$ cat src/rtl/switch_allocator_pkg.sv
// Shared router constants and port encoding for the switch allocator.
// Build option: SA_GRANT_CNT_EN adds per-output grant counters.
package switch_allocator_pkg;

    localparam int PORT_NUM  = 5;
    localparam int VC_NUM    = 2;
    localparam int PORT_SIZE = $clog2(PORT_NUM);
    localparam int VC_SIZE   = $clog2(VC_NUM);
    localparam int CNT_W     = 16;

    typedef enum logic [2:0] {
        LOCAL = 3'd0,
        NORTH = 3'd1,
        SOUTH = 3'd2,
        WEST  = 3'd3,
        EAST  = 3'd4
    } port_t;

endpackage

$ cat src/rtl/switch_allocator_if.sv
// Request/grant bundle between the input ports, the allocator and the crossbar.
// Build option: SA_GRANT_CNT_EN (counters live on the allocator, not here).
interface switch_allocator_if #(
    parameter int PORT_NUM = switch_allocator_pkg::PORT_NUM,
    parameter int VC_NUM   = switch_allocator_pkg::VC_NUM
);
    import switch_allocator_pkg::*;

    localparam int VC_SIZE   = $clog2(VC_NUM);
    localparam int PORT_SIZE = $clog2(PORT_NUM);

    logic  [PORT_NUM-1:0][VC_NUM-1:0]              request;
    port_t [PORT_NUM-1:0][VC_NUM-1:0]              out_port;
    logic  [PORT_NUM-1:0][VC_NUM-1:0][VC_SIZE-1:0] downstream_vc;
    logic  [PORT_NUM-1:0][VC_NUM-1:0]              on_off;

    logic  [PORT_NUM-1:0]                valid;
    logic  [PORT_NUM-1:0][VC_SIZE-1:0]   vc_sel;
    logic  [PORT_NUM-1:0]                xb_valid;
    logic  [PORT_NUM-1:0][PORT_SIZE-1:0] xb_sel;
    logic  [PORT_NUM-1:0][VC_SIZE-1:0]   xb_vc;

    modport master (
        output request, out_port, downstream_vc, on_off,
        input  valid, vc_sel, xb_valid, xb_sel, xb_vc
    );

    modport slave (
        input  request, out_port, downstream_vc, on_off,
        output valid, vc_sel, xb_valid, xb_sel, xb_vc
    );

endinterface

$ cat src/rtl/switch_allocator_rr_arbiter.sv
// Round-robin arbiter: one-hot grant plus index, pointer moves past the
// granted slot only when the caller confirms the grant via update_i.
module rr_arbiter #(
    parameter  int N = 2,
    localparam int W = (N > 1) ? $clog2(N) : 1
) (
    input  logic         clk,
    input  logic         rst,
    input  logic [N-1:0] req_i,
    input  logic         update_i,
    output logic [N-1:0] gnt_o,
    output logic [W-1:0] idx_o
);

    logic [W-1:0] ptr;

    always_comb begin
        logic found;
        int   j;
        found = 1'b0;
        j     = 0;
        gnt_o = '0;
        idx_o = '0;
        for (int k = 0; k < N; k++) begin
            j = int'(ptr) + k;
            if (j >= N) j = j - N;
            if (!found && req_i[j]) begin
                found    = 1'b1;
                gnt_o[j] = 1'b1;
                idx_o    = W'(j);
            end
        end
    end

    always_ff @(posedge clk or negedge rst) begin
        if (!rst) begin
            ptr <= '0;
        end else if (update_i && |req_i) begin
            ptr <= (int'(idx_o) == N - 1) ? '0 : idx_o + 1'b1;
        end
    end

endmodule

$ cat src/rtl/switch_allocator.sv
// Separable input-first switch allocator: per-input VC round-robin, then
// per-output input round-robin. Build option: SA_GRANT_CNT_EN.
module switch_allocator #(
    parameter int PORT_NUM = switch_allocator_pkg::PORT_NUM,
    parameter int VC_NUM   = switch_allocator_pkg::VC_NUM
) (
    input  logic clk,
    input  logic rst,
    switch_allocator_if.slave bus
`ifdef SA_GRANT_CNT_EN
    ,
    output logic [PORT_NUM-1:0][15:0] grant_cnt_o
`endif
);
    import switch_allocator_pkg::*;

    localparam int VC_SIZE   = $clog2(VC_NUM);
    localparam int PORT_SIZE = $clog2(PORT_NUM);

    logic  [PORT_NUM-1:0][VC_NUM-1:0]    elig;
    logic  [PORT_NUM-1:0][VC_NUM-1:0]    s1_gnt;
    logic  [PORT_NUM-1:0][VC_SIZE-1:0]   cv;
    logic  [PORT_NUM-1:0]                cand;
    port_t [PORT_NUM-1:0]                cand_port;
    logic  [PORT_NUM-1:0][PORT_NUM-1:0]  s2_req;
    logic  [PORT_NUM-1:0][PORT_NUM-1:0]  s2_gnt;
    logic  [PORT_NUM-1:0][PORT_SIZE-1:0] w;
    logic  [PORT_NUM-1:0]                out_gnt;
    logic  [PORT_NUM-1:0]                in_won;

    // Out-of-range routes are filtered before on_off is indexed.
    always_comb begin
        elig = '0;
        for (int p = 0; p < PORT_NUM; p++) begin
            for (int v = 0; v < VC_NUM; v++) begin
                if (bus.request[p][v] &&
                    int'(bus.out_port[p][v]) < PORT_NUM) begin
                    elig[p][v] = bus.on_off[bus.out_port[p][v]]
                                           [bus.downstream_vc[p][v]];
                end
            end
        end
    end

    for (genvar p = 0; p < PORT_NUM; p++) begin : g_in
        rr_arbiter #(.N(VC_NUM)) u_vc_arb (
            .clk      (clk),
            .rst      (rst),
            .req_i    (elig[p]),
            .update_i (in_won[p]),
            .gnt_o    (s1_gnt[p]),
            .idx_o    (cv[p])
        );
        assign cand[p]      = |s1_gnt[p];
        assign cand_port[p] = bus.out_port[p][cv[p]];
    end

    for (genvar o = 0; o < PORT_NUM; o++) begin : g_out
        for (genvar p = 0; p < PORT_NUM; p++) begin : g_req
            assign s2_req[o][p] = cand[p] && (int'(cand_port[p]) == o);
        end
        assign out_gnt[o] = |s2_req[o];
        rr_arbiter #(.N(PORT_NUM)) u_port_arb (
            .clk      (clk),
            .rst      (rst),
            .req_i    (s2_req[o]),
            .update_i (out_gnt[o]),
            .gnt_o    (s2_gnt[o]),
            .idx_o    (w[o])
        );
    end

    always_comb begin
        in_won = '0;
        for (int o = 0; o < PORT_NUM; o++) begin
            in_won = in_won | s2_gnt[o];
        end
    end

    // rst gates every output so a mid-cycle reset kills grants at once.
    always_comb begin
        bus.valid    = '0;
        bus.vc_sel   = '0;
        bus.xb_valid = '0;
        bus.xb_sel   = '0;
        bus.xb_vc    = '0;
        if (rst) begin
            for (int p = 0; p < PORT_NUM; p++) begin
                if (in_won[p]) begin
                    bus.valid[p]  = 1'b1;
                    bus.vc_sel[p] = cv[p];
                end
            end
            for (int o = 0; o < PORT_NUM; o++) begin
                if (out_gnt[o]) begin
                    bus.xb_valid[o] = 1'b1;
                    bus.xb_sel[o]   = w[o];
                    bus.xb_vc[o]    = bus.downstream_vc[w[o]][cv[w[o]]];
                end
            end
        end
    end

`ifdef SA_GRANT_CNT_EN
    always_ff @(posedge clk or negedge rst) begin
        if (!rst) begin
            grant_cnt_o <= '0;
        end else begin
            for (int o = 0; o < PORT_NUM; o++) begin
                if (out_gnt[o] && grant_cnt_o[o] != 16'hFFFF) begin
                    grant_cnt_o[o] <= grant_cnt_o[o] + 16'd1;
                end
            end
        end
    end
`endif

endmodule
$ cat src/flat_wrapper.sv
// flat-port wrapper written by rule: the top's interface ports become plain ports
module switch_allocator_flat import switch_allocator_pkg::*;
#(
    parameter int PORT_NUM = switch_allocator_pkg::PORT_NUM,
    parameter int VC_NUM   = switch_allocator_pkg::VC_NUM
)
  (clk, rst, bus_request, bus_out_port, bus_downstream_vc, bus_on_off, bus_valid, bus_vc_sel, bus_xb_valid, bus_xb_sel, bus_xb_vc);
  switch_allocator_if #(.PORT_NUM(PORT_NUM), .VC_NUM(VC_NUM)) bus_i ();
  input  logic clk;
  input  logic rst;
  input wire logic [$bits(bus_i.request)-1:0] bus_request;
  input wire logic [$bits(bus_i.out_port)-1:0] bus_out_port;
  input wire logic [$bits(bus_i.downstream_vc)-1:0] bus_downstream_vc;
  input wire logic [$bits(bus_i.on_off)-1:0] bus_on_off;
  output wire logic [$bits(bus_i.valid)-1:0] bus_valid;
  output wire logic [$bits(bus_i.vc_sel)-1:0] bus_vc_sel;
  output wire logic [$bits(bus_i.xb_valid)-1:0] bus_xb_valid;
  output wire logic [$bits(bus_i.xb_sel)-1:0] bus_xb_sel;
  output wire logic [$bits(bus_i.xb_vc)-1:0] bus_xb_vc;
  assign bus_i.request = bus_request;
  assign bus_i.out_port = bus_out_port;
  assign bus_i.downstream_vc = bus_downstream_vc;
  assign bus_i.on_off = bus_on_off;
  assign bus_valid = bus_i.valid;
  assign bus_vc_sel = bus_i.vc_sel;
  assign bus_xb_valid = bus_i.xb_valid;
  assign bus_xb_sel = bus_i.xb_sel;
  assign bus_xb_vc = bus_i.xb_vc;
  switch_allocator #(.PORT_NUM(PORT_NUM), .VC_NUM(VC_NUM)) u_core (.clk(clk), .rst(rst), .bus(bus_i));
endmodule
$ cat config.mk
export PLATFORM = sky130hd
export DESIGN_NAME = switch_allocator_flat
export DESIGN_NICKNAME = d
export VERILOG_FILES = /design/src/rtl/switch_allocator_pkg.sv /design/src/rtl/switch_allocator_if.sv /design/src/rtl/switch_allocator_rr_arbiter.sv /design/src/rtl/switch_allocator.sv /design/src/flat_wrapper.sv
export SDC_FILE = /design/constraint.sdc
export NUM_CORES = 1
export LEC_CHECK = 0
export BUFFER_PORTS_ARGS = -buffer_cell sky130_fd_sc_hd__buf_4
export CAP_MARGIN = 30
export CORE_MARGIN = 5
export CORE_UTILIZATION = 44
export DETAILED_ROUTE_END_ITERATION = 8
export PLACE_DENSITY_LB_ADDON = 0.12
export SLEW_MARGIN = 5
export SYNTH_ARGS = -nofsm -noshare
export SYNTH_HDL_FRONTEND = slang
export SYNTH_SLANG_ARGS = --single-unit
$ cat constraint.sdc
create_clock -name clk -period 17.9 [get_ports clk]
set_input_delay 3.58 -clock clk [delete_from_list [all_inputs] [get_ports clk]]
set_output_delay 3.58 -clock clk [all_outputs]
set_load 0.01 [all_outputs]
* Word level (Yosys, flattened, before mapping) *
Cells that the tools add are included.

storage, ports and cells
  bits in registers = 20
  output and inout bits = 35
  logic and storage cells = 864

cells by class
  add/sub/neg operators = 70
  magnitude comparators = 150
  eq/ne operators = 25
  multiplexer cells = 435
  bitwise operators = 29
  reductions and logical operators = 145

operator list
  cell                                                         count
  >= comparator 32 x 1 -> 1 bit, second input constant         35
  2-to-1 mux 32 bit                                            35
  less-than comparator 32 x 5 -> 1 bit, second input constant  25
  less-than comparator 32 x 3 -> 1 bit, second input constant  10
  2-to-1 mux 1 bit                                             220
  2-to-1 mux 5 bit                                             29
  2-to-1 mux 3 bit                                             45
  bitwise OR 5 bit                                             24
  logical AND 1 bit                                            100
  subtractor 4 x 3 -> 5 bit, second input constant             20
  binary-select mux 1 bit (select 3 bit)                       30
  binary-select mux 2 bit (select 3 bit)                       15
  >= comparator 4 x 3 -> 1 bit, second input constant          20
  demux 1 bit (select 3 bit)                                   25
  equality test 3 bit, second input constant                   20
  less-than comparator 3 x 4 -> 1 bit, second input constant   15
  2-to-1 mux 2 bit                                             25
  adder 3 x 2 -> 4 bit, second input constant                  10
  less-than comparator 1 x 2 -> 1 bit, second input constant   20
  less-than comparator 3 bit, second input constant            10
  zero test 1 bit                                              25
  OR reduction 5 bit                                           5
  adder 3 x 1 -> 4 bit, second input constant                  5
  adder 3 x 3 -> 4 bit, second input constant                  5
  15 further kinds                                             81

* Longest topological paths before layout *
  word-level depth = 38
  gate-level depth with buffers = 23

* Hierarchy *
A second synthesis with hierarchy kept.

unflattened totals
  cells, all modules = 1694
  area total of the unflattened synthesis = 12431.9 µm²

modules (own cells, without submodules)
  module                                       times used  cells an instance  area each (µm²)
  rr_arbiter (u_core.g_out[0].u_port_arb ...)  4           273                1921.8
  switch_allocator                             1           288                2507.4
  rr_arbiter (u_core.g_out[3].u_port_arb)      1           279                1924.3
  rr_arbiter (u_core.g_in[0].u_vc_arb ...)     5           7                  62.6

* Least setup slack after synthesis *
No wires, ideal clock.

  kind = input port to output port
  start point = input bus_downstream_vc[0]
  end point = output bus_xb_vc[1]
  arrival = 7.248 ns
  required time = 14.320 ns
  path slack = 7.072 ns
  cell stages on the path = 15
  path buffers = 2
  cell sequence = buf_2 > mux2_1 > a31o_1 > o211a_4 > or4_4 > a22oi_4 > mux2i_1 > a221o_1 > or4b_1 > buf_2 > nor2_4 > a2111o_1 > mux2_2 > a21oi_1 > o31a_1

on the way
  cells in the longest elaborated chain, start to end = 36
  elaborated cells between the ends (all ways) = 63
  classes of those cells = 1 x eq/ne; 48 x mux; 1 x bitwise; 13 x reduce/logical

ends and longest elaborated chain
  what                                                                                                     RTL line                           source
  from (decl)                                                                                              flat_wrapper.sv:13                 input wire logic [$bits(bus_i.downstream_vc)-1:0] bus_downstream_vc;
  2-to-1 mux 1 bit (not written as such) (2 in series)                                                     switch_allocator.sv:38             elig[p][v] = bus.on_off[bus.out_port[p][v]]
  2-to-1 mux 1 bit                                                                                         switch_allocator.sv:36             if (bus.request[p][v] &&
  2-to-1 mux 1 bit (not written as such) (3 in series)                                                     switch_allocator_rr_arbiter.sv:27  if (!found && req_i[j]) begin
  2-to-1 mux 1 bit                                                                                         switch_allocator_rr_arbiter.sv:27
  zero test 1 bit                                                                                          switch_allocator_rr_arbiter.sv:27
  logical AND 1 bit                                                                                        switch_allocator_rr_arbiter.sv:27
  2-to-1 mux 1 bit                                                                                         switch_allocator_rr_arbiter.sv:27
  2-to-1 mux 3 bit (not written as such) (2 in series)                                                     switch_allocator.sv:55             assign cand_port[p] = bus.out_port[p][cv[p]];
  [... 15 more ...]                                                                                        -
  zero test 1 bit                                                                                          switch_allocator_rr_arbiter.sv:27
  logical AND 1 bit                                                                                        switch_allocator_rr_arbiter.sv:27
  2-to-1 mux 3 bit                                                                                         switch_allocator_rr_arbiter.sv:27
  binary-select mux 2 bit (select 3 bit) / binary-select mux 1 bit (select 3 bit) (equally long branches)  switch_allocator.sv:98             bus.xb_vc[o] = bus.downstream_vc[w[o]][cv[w[o]]];
  2-to-1 mux 2 bit (not written as such) / 2-to-1 mux 1 bit (equally long branches)                        switch_allocator.sv:98
  2-to-1 mux 1 bit (not written as such) (2 in series)                                                     switch_allocator.sv:98
  2-to-1 mux 1 bit *                                                                                       switch_allocator.sv:95             if (out_gnt[o]) begin
  2-to-1 mux 5 bit *                                                                                       switch_allocator.sv:87             if (rst) begin
  to (decl)                                                                                                flat_wrapper.sv:19                 output wire logic [$bits(bus_i.xb_vc)-1:0] bus_xb_vc;

Mark *: on every way between the ends. The rest lies on a longest branch, timed or not. The select of a mux whose other input is x is not followed.

* Worst setup path after layout *
  start point = input bus_downstream_vc[1]
  end point = output bus_vc_sel[1]

on the way
  cells in the longest elaborated chain, start to end = 36
  elaborated cells between the ends (all ways) = 216
  classes of those cells = 4 x eq/ne; 138 x mux; 25 x bitwise; 49 x reduce/logical

ends and longest elaborated chain
  what                                                    RTL line                           source
  2-to-1 mux 1 bit (not written as such) * (2 in series)  switch_allocator.sv:38
  2-to-1 mux 1 bit *                                      switch_allocator.sv:36
  2-to-1 mux 1 bit (not written as such) (3 in series)    switch_allocator_rr_arbiter.sv:27
  2-to-1 mux 1 bit                                        switch_allocator_rr_arbiter.sv:27
  zero test 1 bit                                         switch_allocator_rr_arbiter.sv:27
  logical AND 1 bit                                       switch_allocator_rr_arbiter.sv:27
  2-to-1 mux 1 bit                                        switch_allocator_rr_arbiter.sv:27
  2-to-1 mux 3 bit (not written as such) (2 in series)    switch_allocator.sv:55
  [... 14 more ...]                                       -
  2-to-1 mux 1 bit                                        switch_allocator_rr_arbiter.sv:27
  zero test 1 bit                                         switch_allocator_rr_arbiter.sv:27
  logical AND 1 bit                                       switch_allocator_rr_arbiter.sv:27
  2-to-1 mux 5 bit                                        switch_allocator_rr_arbiter.sv:27
  bitwise OR 5 bit (3 in series)                          switch_allocator.sv:76             in_won = in_won | s2_gnt[o];
  bitwise OR 5 bit *                                      switch_allocator.sv:76
  2-to-1 mux 1 bit *                                      switch_allocator.sv:89             if (in_won[p]) begin
  2-to-1 mux 5 bit *                                      switch_allocator.sv:87
  to (decl)                                               flat_wrapper.sv:16                 output wire logic [$bits(bus_i.vc_sel)-1:0] bus_vc_sel;

Marks and branches as above.

==> run metrics <==
DR iter-0 viols=between 1,500 and 2,000; Period minus WS final=between 10 and 15 ns; met1 wire length=~21,000 microns; met2 wire length=roughly 22,000 microns; largest delay contributor family on the critical path=compound AO/OA/AOI/OAI gates; Fmax=approximately 0.083 GHz; status=complete, no violations; CTS root buffer=clkbuf_16; kind of critical path=input pin to output port; Clock Sink Count=20; Worst Setup Start Kind=input pin; MaxCap Viol Count=0; vias in the first global route=~12,000; slowest cell on the critical path=a221oi_2; Mapped Area=about 11,000 sq um; storage element area=approximately 500 sq um; CP Cell Sequence=buf_4, mux2_2, a31o_2, o211ai_1, nor3_2, o22ai_2, mux2i_1, a221oi_2, nand2b_1, nor2_1, a21oi_1, o2111ai_1, nor3_1, and3b_1, buf_4; io pins=97; Detailed Place HPWL=40,000 microns; clk_lat worst skew=0.29 ns; worst path bufs/invs=2; largest net degree at the start of global routing=39; CP required=14.32 ns; most used flip-flop cell after synthesis=dfrtp_1; CP max FO=14; Worst slew margin=0.309; setup TNS=0 ns; Setup crit end kind=output port; final setup violation count=0; first-pass GRT wire length=between 70,000 and 80,000 microns; Die Span X=170 microns; RSZ-0062 raised after global routing=false; Yosys Warn Count=0; Least-Margin Pin Slew=1.02 ns; Final nets=between 1,500 and 2,000; layout cells sized above 1=0.128; multi-input logic area=just over 10,000 sq um; area delta synth->final=8.02%; most used cell, CP=buf_4; CTS Hold Bufs=0; sequential area share after synthesis=0.0447; initial antenna violation count=2; core area=about 25,000 sq um; critical path arrival=8.49 ns; skew final=~0.014 ns; initial core utilization=0.446; Netlist cell types=around 120; DRT Pass-1 Iters=8; Post-synth EDFFs=0; Slew Viols, Final=0; # Post-CTS Setup Buffers=0; Hold Crit Class=register to register; Synth Instances=1,637; H-tree level count=1; drt via density=around 7; Max clock buf depth=2; gr ovfl total=0; fin crit share=0.674; WL per Instance=between 20 and 25 microns; Antenna Nets Post-Route=0; Chip Height=about 170 microns; CTS clk-pin slew, worst paths=0.08 ns; GR Util All Layers=0.328; port bufs=96; Post-Syn Nets=roughly 1,800; most frequent cells in the layout=nor2_1 (183), nand2_1 (135), a21oi_1 (104); Final Hold Viols=0; Avg Synthesized Cell Area=6.84 sq um; Fill cells=2,605; final worst slack=~5.8 ns; Highest Signal Layer=met4; post_cts resized=0; wire length on met3=around 4600 microns; Core Rows=58; CP max stage delay=~0.8 ns; DP Worst Slack=6.06 ns; ant diodes=0; CTS tree=built; final WL=49,400 microns; die area=between 20,000 and 30,000 sq um; ys async rst share=1.00; placer congestion estimate=1.12; DRC errors left=0; TritonCTS Buffers=3; #FFs+latches synth=20; commonest non-fill, non-tap cell in the layout=nor2_1; Vias=13,700
synthesized netlist by cell type, types with 7 or more instances:
library cell | count | area share
o32a_1 | 7 | 0.0063
o211a_1 | 7 | 0.0063
a211oi_1 | 21 | 0.014
nor2_1 | 183 | 0.061
buf_2 | 15 | 0.0067
a211o_1 | 9 | 0.0070
o31a_1 | 9 | 0.0070
nor3_1 | 65 | 0.029
inv_1 | 73 | 0.024
a32o_1 | 8 | 0.0071
dfrtp_1 | 20 | 0.045
nor3b_1 | 13 | 0.0087
nand3b_1 | 9 | 0.0060
and2_1 | 32 | 0.018
a22oi_1 | 16 | 0.011
o31ai_1 | 21 | 0.014
mux2_2 | 30 | 0.030
nand4_1 | 27 | 0.015
or4_1 | 8 | 0.0054
a32oi_1 | 8 | 0.0063
nor2b_1 | 18 | 0.010
xor2_1 | 9 | 0.0070
nand2b_1 | 31 | 0.017
o21ai_0 | 87 | 0.039
clkbuf_1 | 58 | 0.019
o22a_1 | 9 | 0.0070
a21o_1 | 28 | 0.019
or2_2 | 8 | 0.0045
o211ai_1 | 16 | 0.011
a31oi_1 | 24 | 0.013
o22ai_1 | 27 | 0.015
nand3_1 | 86 | 0.038
a22o_1 | 8 | 0.0063
nand2_1 | 135 | 0.045
o221ai_1 | 11 | 0.0086
o21a_1 | 7 | 0.0047
o32ai_1 | 11 | 0.0086
or3_1 | 13 | 0.0073
and3_1 | 21 | 0.012
a221oi_1 | 10 | 0.0078
nor4_1 | 12 | 0.0067
mux2i_1 | 46 | 0.041
xnor2_1 | 30 | 0.023
a21oi_1 | 104 | 0.046
ha_1 | 70 | 0.078
worst register-to-register path, stage by stage, from the launching register on:
cell and delay (ns):
dfrtp_1 0.91, inv_1 0.46, ha_1 0.85, inv_1 0.33, o21ai_0 0.24, nand2_1 0.08, a21oi_1 0.60, mux2i_1 0.16
a221o_1 0.42, or4b_1 0.67, o21ai_0 0.55, inv_1 0.13, ha_1 0.22, nor2_1 0.10, nand2_1 0.06, o221ai_1 0.08
metal layers:
| metal | GRT usage | vias to the layer above |
|---|---|---|
| met5 | 0 | - |
| met4 | 0.103 | 0 |
| met3 | 0.0585 | 114 |
| met2 | 0.516 | 717 |
| met1 | 0.457 | 6575 |
| li1 | - | 6330 |
through the flow:
stage | hold slack [ns] | area (sq um) | util | std cells
global placement | 0.498 | 12000 | 0.479 | 1984
CTS | 0.513 | 12100 | 0.482 | 1988
finish | 0.515 | 12100 | 0.482 | 1988
detailed placement | 0.494 | 12000 | 0.479 | 1985
floorplan | 0.470 | 11200 | - | 1637
global route | 0.539 | 12100 | 0.482 | 1988
final timing paths:
path,start,end,slack (ns),depth (start not counted)
setup / recovery,bus_downstream_vc[1],bus_vc_sel[1],5.83,15
hold / removal,u_core.g_in[0].u_vc_arb.ptr,u_core.g_in[0].u_vc_arb.ptr,0.52,1
setup reg to reg,u_core.g_out[1].u_port_arb.ptr[0],u_core.g_out[1].u_port_arb.ptr[2],11.95,15
hold reg to reg,u_core.g_in[0].u_vc_arb.ptr,u_core.g_in[0].u_vc_arb.ptr,0.52,1
max in group asynchronous,rst,u_core.g_out[4].u_port_arb.ptr[1],14.22,1
min in group asynchronous,rst,u_core.g_out[2].u_port_arb.ptr[2],3.27,1
cell type report:
class	count	area share
sequential	20	0.0414
clock buffer	3	0.00620
inverter	76	0.0236
timing repair buffer	103	0.0639
multi-input combinational	1456	0.831
tap	330	0.0341
sequential cells by signal, summed over array words and instances (netlist names):
signal                       cells
u_core.g_in.u_vc_arb.ptr         5
u_core.g_out.u_port_arb.ptr     15
logic make-up (layout without fill, tap and decap cells):
family,count (synthesis),count (layout),share of synthesized area
AOI/OAI and AO/OA,542,542,0.361
DFF,20,20,0.0447
and+or+nand+nor,714,714,0.330
xor gates and xnor gates,39,39,0.0305
muxes,86,86,0.0882
adders and majority gates,75,75,0.0871
buffers and inverters,161,182,0.0582
Power is not shown: default switching activity piles up to over one toggle a cycle in this logic, so the estimate is an artifact.
